**src/rtl/down_count_sequencer.sv**
```systemverilog
// Programmable countdown timer: loads a start value, decrements once every
// PRESCALE clocks down to zero and pulses done for one cycle. It supports
// pause, abort and auto-reload from the captured load value.
module down_count_sequencer #(
    parameter int unsigned WIDTH    = 4,
    parameter int unsigned PRESCALE = 1
) (
    input  logic             clk,
    input  logic             rst,
    input  logic [WIDTH-1:0] load_val,
    input  logic             start,
    input  logic             pause,
    input  logic             abort,
    input  logic             auto_reload,
    output logic [WIDTH-1:0] count,
    output logic             busy,
    output logic             done
);

    localparam int unsigned PW = (PRESCALE > 1) ? $clog2(PRESCALE) : 1;
    localparam logic [PW-1:0] PMax = PW'(PRESCALE - 1);

    typedef enum logic [1:0] {StIdle, StRun, StPause, StDone} state_e;

    state_e           state_q, state_d;
    logic [WIDTH-1:0] count_q, count_d;
    logic [WIDTH-1:0] reload_q, reload_d;
    logic [PW-1:0]    presc_q, presc_d;
    logic             busy_q, busy_d;
    logic             done_q, done_d;
    logic             tick;

    // Last prescaler phase; with PRESCALE=1 every RUN cycle is a tick.
    assign tick = (presc_q == PMax);

    // Next-state logic; priority at every edge is abort > pause > start/tick.
    always_comb begin
        state_d  = state_q;
        count_d  = count_q;
        reload_d = reload_q;
        presc_d  = presc_q;
        unique case (state_q)
            StIdle: begin
                if (!abort && !pause && start) begin
                    // A zero load is still captured so DONE cannot auto-reload.
                    reload_d = load_val;
                    count_d  = load_val;
                    presc_d  = '0;
                    state_d  = (load_val != '0) ? StRun : StDone;
                end
            end
            StRun: begin
                if (abort) begin
                    count_d = '0;
                    presc_d = '0;
                    state_d = StIdle;
                end else if (pause) begin
                    state_d = StPause;
                end else if (tick) begin
                    presc_d = '0;
                    count_d = count_q - 1'b1;
                    if (count_q == WIDTH'(1)) begin
                        state_d = StDone;
                    end
                end else begin
                    presc_d = presc_q + 1'b1;
                end
            end
            StPause: begin
                if (abort) begin
                    count_d = '0;
                    presc_d = '0;
                    state_d = StIdle;
                end else if (!pause) begin
                    // Resume at the frozen phase; the resume edge itself is not counted.
                    state_d = StRun;
                end
            end
            StDone: begin
                if (abort) begin
                    count_d = '0;
                    presc_d = '0;
                    state_d = StIdle;
                end else if (auto_reload && (reload_q != '0)) begin
                    count_d = reload_q;
                    presc_d = '0;
                    state_d = StRun;
                end else begin
                    state_d = StIdle;
                end
            end
            default: begin
                count_d = '0;
                presc_d = '0;
                state_d = StIdle;
            end
        endcase
    end

    // Outputs are registered from the next state so they align with state_q.
    always_comb begin
        busy_d = (state_d != StIdle);
        done_d = (state_d == StDone);
    end

    // State and output registers with asynchronous active-low reset.
    always_ff @(posedge clk or negedge rst) begin
        if (!rst) begin
            state_q  <= StIdle;
            count_q  <= '0;
            reload_q <= '0;
            presc_q  <= '0;
            busy_q   <= 1'b0;
            done_q   <= 1'b0;
        end else begin
            state_q  <= state_d;
            count_q  <= count_d;
            reload_q <= reload_d;
            presc_q  <= presc_d;
            busy_q   <= busy_d;
            done_q   <= done_d;
        end
    end

    assign count = count_q;
    assign busy  = busy_q;
    assign done  = done_q;

endmodule

```
**config.mk**
```make
export PLATFORM = sky130hd
export DESIGN_NAME = down_count_sequencer
export DESIGN_NICKNAME = d
export VERILOG_FILES = /design/src/rtl/down_count_sequencer.sv
export SDC_FILE = /design/constraint.sdc
export NUM_CORES = 1
export LEC_CHECK = 0
export CORE_MARGIN = 8
export CORE_UTILIZATION = 35
export DETAILED_ROUTE_END_ITERATION = 8
export GPL_TIMING_DRIVEN = 0
export MAX_ROUTING_LAYER = met4
export PLACE_DENSITY = 0.63
export SKIP_CTS_REPAIR_TIMING = 1
export SLEW_MARGIN = 20
export SYNTH_ARGS = -nofsm -noshare
export SYNTH_HDL_FRONTEND = slang
export SYNTH_SLANG_ARGS = --single-unit
```
**constraint.sdc**
```tcl
create_clock -name clk -period 1.8 [get_ports clk]
set_clock_uncertainty 0.05 [all_clocks]
set_input_delay 0.27 -clock clk [delete_from_list [all_inputs] [get_ports clk]]
set_output_delay 0.27 -clock clk [all_outputs]
set_load 0.1 [all_outputs]
```
## Word-level counts from Yosys, hierarchy flattened

Index checks and enable logic that the tools add are counted.

| word-level totals | value |
|---|---|
| logic and storage cells | 57 |
| output and inout port bits | 6 |
| flip-flop bits (word level) | 13 |

| cells by class | value |
|---|---|
| reduce and logical (&&, ||, !) cells | 12 |
| add/subtract/negate cells | 2 |
| equal/unequal tests | 10 |
| muxes and demuxes | 27 |

Operator list:

| kind | count |
|---|---|
| $mux W4 | 7 |
| $mux W2 | 8 |
| $pmux W4 S4 | 1 |
| $mux W1 | 9 |
| $ne A3 B3 Y1 const B | 3 |
| $pmux W2 S4 | 1 |
| $reduce_bool A4 Y1 | 2 |
| $eq A2 B2 Y1 const B | 3 |
| $reduce_and A5 Y1 | 1 |
| $eq A4 B1 Y1 const B | 1 |
| $ne A2 B2 Y1 const B | 2 |
| $pmux W1 S4 | 1 |
| $reduce_and A4 Y1 | 1 |
| $sub A4 B1 Y4 const B | 1 |
| $logic_and A1 B1 Y1 | 3 |
| $eq A2 B1 Y1 const B | 1 |
| $logic_not A1 Y1 | 2 |
| $logic_not A2 Y1 | 1 |
| $reduce_and A2 Y1 | 1 |
| $reduce_bool A2 Y1 | 1 |
| $add A1 B1 Y1 const B | 1 |

## Logic depth before layout (Yosys ltp)

Gate-level depths: netlist of the first run.

| logic depth | value |
|---|---|
| depth in word-level cells | 7 |
| mapped depth | 6 |
| gate-level depth less buffers | 6 |

## Worst setup path before layout of the first run

Ideal clock, no wire load.

| timing | value |
|---|---|
| kind | flip-flop to flip-flop |
| start | reg count_q[0], in the netlist count[0] |
| end | reg count_q[2], in the netlist count[2] |
| period minus slack after synthesis | 2.032 ns |
| data required time | 1.621 ns |
| buffers on the path | 0 |
| cell stages (with the launch flop) | 6 |
| data arrival time | 1.852 ns |
| slack | -0.232 ns |
| cell sequence | dfrtp_1 > inv_1 > ha_1 > nor2b_1 > a222oi_1 > o2bb2ai_1 |

| on the way | value |
|---|---|
| cells in the longest elaborated chain, start to end | 5 |

Ends and longest elaborated chain:

| item | RTL line | text |
|---|---|---|
| from (decl) | 26 | `logic [WIDTH-1:0] count_q, count_d;` |
| from (signal assigned) | 117 | `count_q <= count_d;` |
| $sub A4 B1 Y4 | 61 | `count_d = count_q - 1'b1;` |
| $mux W4 | 59 | `end else if (tick) begin` |
| $mux W4 | 57 | `end else if (pause) begin` |
| $mux W4 | 53 | `if (abort) begin` |
| $pmux W4 S4 | 42 | `unique case (state_q)` |

Every way passes these cells. The select of a mux whose other input is x is not followed.
A chain may end at the register's enable or synchronous reset.

## Worst setup path after layout of the first run

| timing | value |
|---|---|
| start | reg count_q[0], in the netlist count[0] |
| end | out count[0] |

RTL lines:

| item | RTL line | text |
|---|---|---|
| to (decl) | 15 | `output logic [WIDTH-1:0] count,` |

No word-level cell between the ends.

==> flow_summary_export.csv, run 1 <==
group,metric,value,unit
status,status,"complete, no violations",
logic_synthesis,async_flop_share,1.000,
critical_path,worstSetupPathType,"register to output pin",
global_routing,top_usage_layer,"met2",
clocking,cts_tree,"yes",
hold_path,min_path_type,"input pin to asynchronous set/reset pin",
global_routing,grt_max_degree,13,
finish,drive_gt1_frac,0.2353,
sta,relSlewSlack,0.3542,
logic_synthesis,avgSynthCellArea,10.67,um2
critical_path,critical_path_buf_inv_count,1,
critical_path,worst_setup_path_start_kind,"register",
sta,rsz0062_at_grt,"false",
sta,post-route-min-period,1.768,ns
finish,seqCellArea,302.8,um2
job,cap_violations,0,
finish,final_util,0.4824,
routing,wl,1550,um
logic_synthesis,syn-num-nets,78,
finish,multi_input_area,374.1,um2
sta,fin_crit_sh,0.9820,
logic_synthesis,netlist.area_leader.share,0.4263,
global_routing,use_met2,0.1523,
place,gp_congestion,0.8513,
routing,via_per_inst,5.188,
logic_synthesis,yosysMostFrequentCell,"dfrtp_1",
sta,final_hold_viol_count,0,
finish,nFillCells,198,
global_routing,grtUsageMet1,0.1264,
floorplan,initial_utilization,0.3665,
global_routing,grt_pass1_vias,621,
critical_path,path_cells,"dlymetal6s2s_1",
logic_synthesis,synthTopCellsByCount,"12 x dfrtp_1, 5 x inv_1, 5 x nor2_1",
sta,setup_tns,0,ns
clocking,path_clk_slew,0.08,ns
logic_synthesis,synth_area_leaders,"dfrtp_1 43%, mux2_2 6.4%, ha_1 3.6%",
routing,drc,0,
floorplan,ios,16,
logic_synthesis,synthFlopType,"dfrtp_1",
floorplan,rows,16,
place,port_buffers,15,
floorplan,core_area,0.001922,mm2
logic_synthesis,synth-edff-count,0,
clocking,htreeDepth,1,
routing,wl_per_cell,13.84,um
floorplan,die_w,60.86,um
floorplan,dieArea,0.003704,mm2
logic_synthesis,syn_inst,66,
routing,firstDrtPassIters,4,
finish,fin_nets,98,
clocking,cts.sinks,12,
logic_synthesis,seq_area_frac_synth,0.4263,
routing,drt_iter0_drc,24,
finish,diodes,0,
pwr,peakVddDrop,0.0007010,V
floorplan,fp.dieH,60.86,um
critical_path,required,1.48,ns
critical_path,cp-end-kind,"output pin",
clocking,clock_latency,0.28,ns
global_routing,grt_pass1_wl,2753,um
finish,areaGrowthSynthToFinish,31.62,%
routing,postRouteAntennaNets,0,
global_routing,grt_antenna_before_repair,0,
critical_path,max_stage_delay,0.76,ns
place,detailed_place_hpwl,1241,um
logic_synthesis,ys_ff_latch,12,
logic_synthesis,synth_area,704.4,um2
logic_synthesis,yosys_warnings,0,
sta,clock.fmax,0.5657,GHz
pwr,p_leak,0.4471,nW
clocking,clock_path_buffers,2,
global_routing,grt_use_met3,0.02331,
critical_path,cp_top_family,"buffers and inverters",
global_routing,gr-usage-all-layers,0.1009,
sta,whs,0.2926,ns
sta,setup_ws,0.03238,ns
logic_synthesis,synth_area_leader_cell,"dfrtp_1",
critical_path,slowest_stage,"dlymetal6s2s_1",
pwr,power_density,1074,mW/mm2
clocking,clockRootBuffer,"clkbuf_4",
sta,setup_viol,0,
sta,report.final.slew_viol_count,0,
place,post-place-ws,-0.1217,ns
critical_path,cp_max_fo,5,
global_routing,grt_overflow,0,
logic_synthesis,synth_cell_type_count,28,
clocking,numCtsBuffers,3,
critical_path,cp.arrival,1.45,ns
sta,tightest_slew,0.9671,ns
routing,vias,581,
cell type report:
class	instances	area share
repair buffers	15	0.1619
multi-input cells	48	0.4035
clock buffers	4	0.03914
well taps	27	0.03644
plain buffers	1	0.01215
inverters	5	0.02024
flip-flops and latches	12	0.3266
worst paths after layout:
| path | startpoint | endpoint | slack (ns) | cells past startpoint |
|---|---|---|---|---|
| worst max-delay path | count[0]$_DFFE_PN0P_ | count[0] | 0.03 | 1 |
| worst min-delay path | rst | reload_q[2]$_DFFE_PN0P_ | 0.29 | 1 |
| worst max register to register | state_q[0]$_DFF_PN0_ | count[0]$_DFFE_PN0P_ | 0.28 | 4 |
| worst min register to register | count[3]$_DFFE_PN0P_ | count[3]$_DFFE_PN0P_ | 0.50 | 1 |
| max in group asynchronous | rst | count[0]$_DFFE_PN0P_ | 1.02 | 1 |
| min in group clk | count[3]$_DFFE_PN0P_ | count[3]$_DFFE_PN0P_ | 0.50 | 1 |
state kept, by name, indices dropped and copies added, names as in the netlist:
name / count
busy: 1
count: 4
done: 1
reload_q: 4
state_q: 2
metal layers:
layer | part of all wire | up-vias | wire length [um]
met5 | 0 | - | 0
met2 | 0.49 | 12 | 765
met1 | 0.45 | 284 | 703
met3 | 0.036 | 2 | 56
li1 | - | 283 | -
met4 | 0.016 | 0 | 25
where the power goes:
part / total [W] / switching [W] / internal, W
Clock: 0.000219 / 0.0000956 / 0.000123
Combinational: 0.000406 / 0.000282 / 0.000124
Sequential: 0.000371 / 0.0000506 / 0.000320
Total: 0.000995 / 0.000428 / 0.000567
per-stage QoR:
step,power (W),instances,cell area (um2)
global route,0.001052,112,927.1
finish,0.0009954,112,927.1
detailed placement,0.0007983,108,890.9
CTS,0.001016,112,927.1
global placement,0.0007967,108,890.9
floorplan,0.0006769,66,706.9
worst reg2reg max path: cells and delay by family (launching register included):
kind / cells / cell delay (ns)
DFF: 1 / 0.48
and+or+nand+nor: 2 / 0.57
AOI/OAI and AO/OA: 1 / 0.13
muxes: 1 / 0.21
placed cells by master (no fill, tap or decap), types with 3 or more instances in the layout:
cell type,n
dlymetal6s2s_1,4
a22oi_1,3
clkdlybuf4s50_1,9
inv_1,5
o21ai_0,3
clkbuf_4,3
mux2_2,4
nand2_1,4
nor2_1,5
dfrtp_1,10
cells by family (layout without fill, tap and decap cells):
logic type	after synthesis	in the layout	share of synthesized area
fa+ha+maj	2	2	0.03552
simple gates	23	23	0.2149
flops	12	12	0.4263
mux	6	6	0.09236
compound gates	17	17	0.1883
buf+inv	6	25	0.04263
Power figures use the tool's default switching activity.
==> run 2, diff against run 1 <==
Settings changed: RECOVER_POWER set to 50, SKIP_LAST_GASP set to 1.
==> run 2 against run 1 <==
Against the previous run:
- critical endpoint is now count[2]
- hold slack better by 0.072 ns
- largest cell class unchanged
- sequential share of layout area is 0.26 points lower
- flip-flop and latch count unchanged
- clock power is essentially flat
- final area is 0.81% higher
==> flow_summary_export.csv, run 2 (synthesis results as in run 1) <==
group,metric,value,unit
finish,areaGrowthSynthToFinish,32.68,%
clocking,cts_tree,"yes",
critical_path,r2r-start,"state_q[0]$_DFF_PN0_",
clocking,path_clk_slew,0.08,ns
sta,clock.fmax,0.5613,GHz
sta,relSlewSlack,0.3542,
floorplan,dieArea,0.003704,mm2
global_routing,grt_max_degree,13,
sta,setup_ws,0.01828,ns
pwr,peakVddDrop,0.0006851,V
clocking,cts.sinks,12,
finish,seqCellArea,302.8,um2
critical_path,critical_path_buf_inv_count,1,
clocking,htreeDepth,1,
place,gp_congestion,0.8513,
clocking,clock_path_buffers,2,
floorplan,die_w,60.86,um
critical_path,r2r_slack,0.28,ns
routing,via_per_inst,5.223,
job,cap_violations,0,
routing,drc,0,
sta,report.final.slew_viol_count,0,
critical_path,path_cells,"dlymetal6s2s_1",
global_routing,grt_pass1_wl,2753,um
routing,wl,1548,um
floorplan,initial_utilization,0.3665,
finish,fin_area,934.6,um2
critical_path,regToRegEndpoint,"count[0]$_DFFE_PN0P_",
finish,fin_nets,98,
place,detailed_place_hpwl,1241,um
finish,diodes,0,
clocking,clockRootBuffer,"clkbuf_4",
floorplan,fp.dieH,60.86,um
routing,vias,585,
routing,wl_per_cell,13.82,um
status,status,"complete, no violations",
place,placed_cells_incl_taps,108,
finish,multi_input_area,374.1,um2
pwr,p_total,0.0009994,W
place,postPlaceCellArea,890.9,um2
hold_path,min_path_type,"input pin to asynchronous set/reset pin",
critical_path,max_stage_delay,0.77,ns
routing,firstDrtPassIters,4,
clocking,numCtsBuffers,3,
global_routing,gr-usage-all-layers,0.1009,
global_routing,grt_antenna_before_repair,0,
finish,drive_gt1_frac,0.2235,
sta,final_hold_viol_count,0,
finish,final_common_cell,"dfrtp_1",
critical_path,cp-end-kind,"output pin",
sta,rsz0062_at_grt,"true",
critical_path,cp_max_fo,5,
critical_path,slowest_stage,"dlymetal6s2s_1",
sta,whs,0.3645,ns
critical_path,worst_setup_path_start_kind,"register",
finish,final_cell_mix,"10 x dfrtp_1, 8 x clkdlybuf4s50_1, 5 x inv_1, 5 x nor2_1, 5 x dlymetal6s2s_1",
global_routing,grt_pass1_vias,621,
critical_path,rr_worst_depth,4,
routing,postRouteAntennaNets,0,
place,port_buffers,15,
pwr,p_leak,0.4593,nW
floorplan,ios,16,
floorplan,rows,16,
place,post-place-ws,-0.1217,ns
sta,post-route-min-period,1.782,ns
sta,setup_viol,0,
sta,fin_crit_sh,0.9898,
critical_path,worstSetupPathType,"register to output pin",
sta,tightest_slew,0.9671,ns
finish,nFillCells,197,
global_routing,grt_overflow,0,
pwr,power_density,1069,mW/mm2
clocking,clock_latency,0.28,ns
critical_path,cp.arrival,1.46,ns
floorplan,core_area,0.001922,mm2
routing,drt_iter0_drc,24,
critical_path,cp_top_family,"buffers and inverters",
critical_path,required,1.48,ns
finish,stdcell_count,112,
-- run 2: cell types whose count changed in the layout (fill, tap and decap cells not counted), sizes merged --
| cell | before | now |
|---|---|---|
| dlymetal6s2s | 4 | 5 |
| clkdlybuf4s50 | 9 | 8 |
| clkbuf | 6 | 5 |
| dlygate4sd3 | 0 | 1 |
-- run 2: worst max-delay path by stage --
| stage | slack, ns | start | cells past startpoint | to |
|---|---|---|---|---|
| floorplan | 0.06 | count[2]$_DFFE_PN0P_ | 4 | count[3]$_DFFE_PN0P_ |
| global placement | -0.11 | abort | 4 | reload_q[1]$_DFFE_PN0P_ |
| detailed placement | -0.12 | abort | 4 | reload_q[1]$_DFFE_PN0P_ |
| CTS | -0.38 | count[2]$_DFFE_PN0P_ | 1 | count[2] |
| global route | -0.05 | count[2]$_DFFE_PN0P_ | 1 | count[2] |
| finish | 0.02 | count[2]$_DFFE_PN0P_ | 1 | count[2] |
-- run 2: stage by stage --
stage / TNS, ns / utilization
after floorplan: 0 / -
after global placement: -0.6322 / 0.4635
after detailed placement: -0.6785 / 0.4635
after CTS: -1.935 / 0.4824
after global routing: -0.04556 / 0.4863
final: 0 / 0.4863
-- run 2: cell type report --
| class | instances | area share |
|---|---|---|
| Clock buffer | 4 | 0.03882 |
| Sequential cell | 12 | 0.3240 |
| Inverter | 5 | 0.02008 |
| Tap cell | 27 | 0.03614 |
| Timing Repair Buffer | 15 | 0.1687 |
| Multi-Input combinational cell | 48 | 0.4003 |
| Buffer | 1 | 0.01205 |
-- run 2: layer usage --
metal  GRT usage  share of wire  vias to the layer above
li1            -              -                      283
met1      0.1264           0.44                      286
met2      0.1523           0.50                       14
met3     0.02331          0.045                        2
met4     0.03987          0.016                        0
met5           -              0                        -
-- run 2: where the power goes --
part	switching (W)	leakage (nW)	internal [W]
Clock	0.0000957	0.0210	0.000123
Sequential	0.0000505	0.149	0.000320
Combinational	0.000281	0.290	0.000128
Total	0.000428	0.459	0.000572
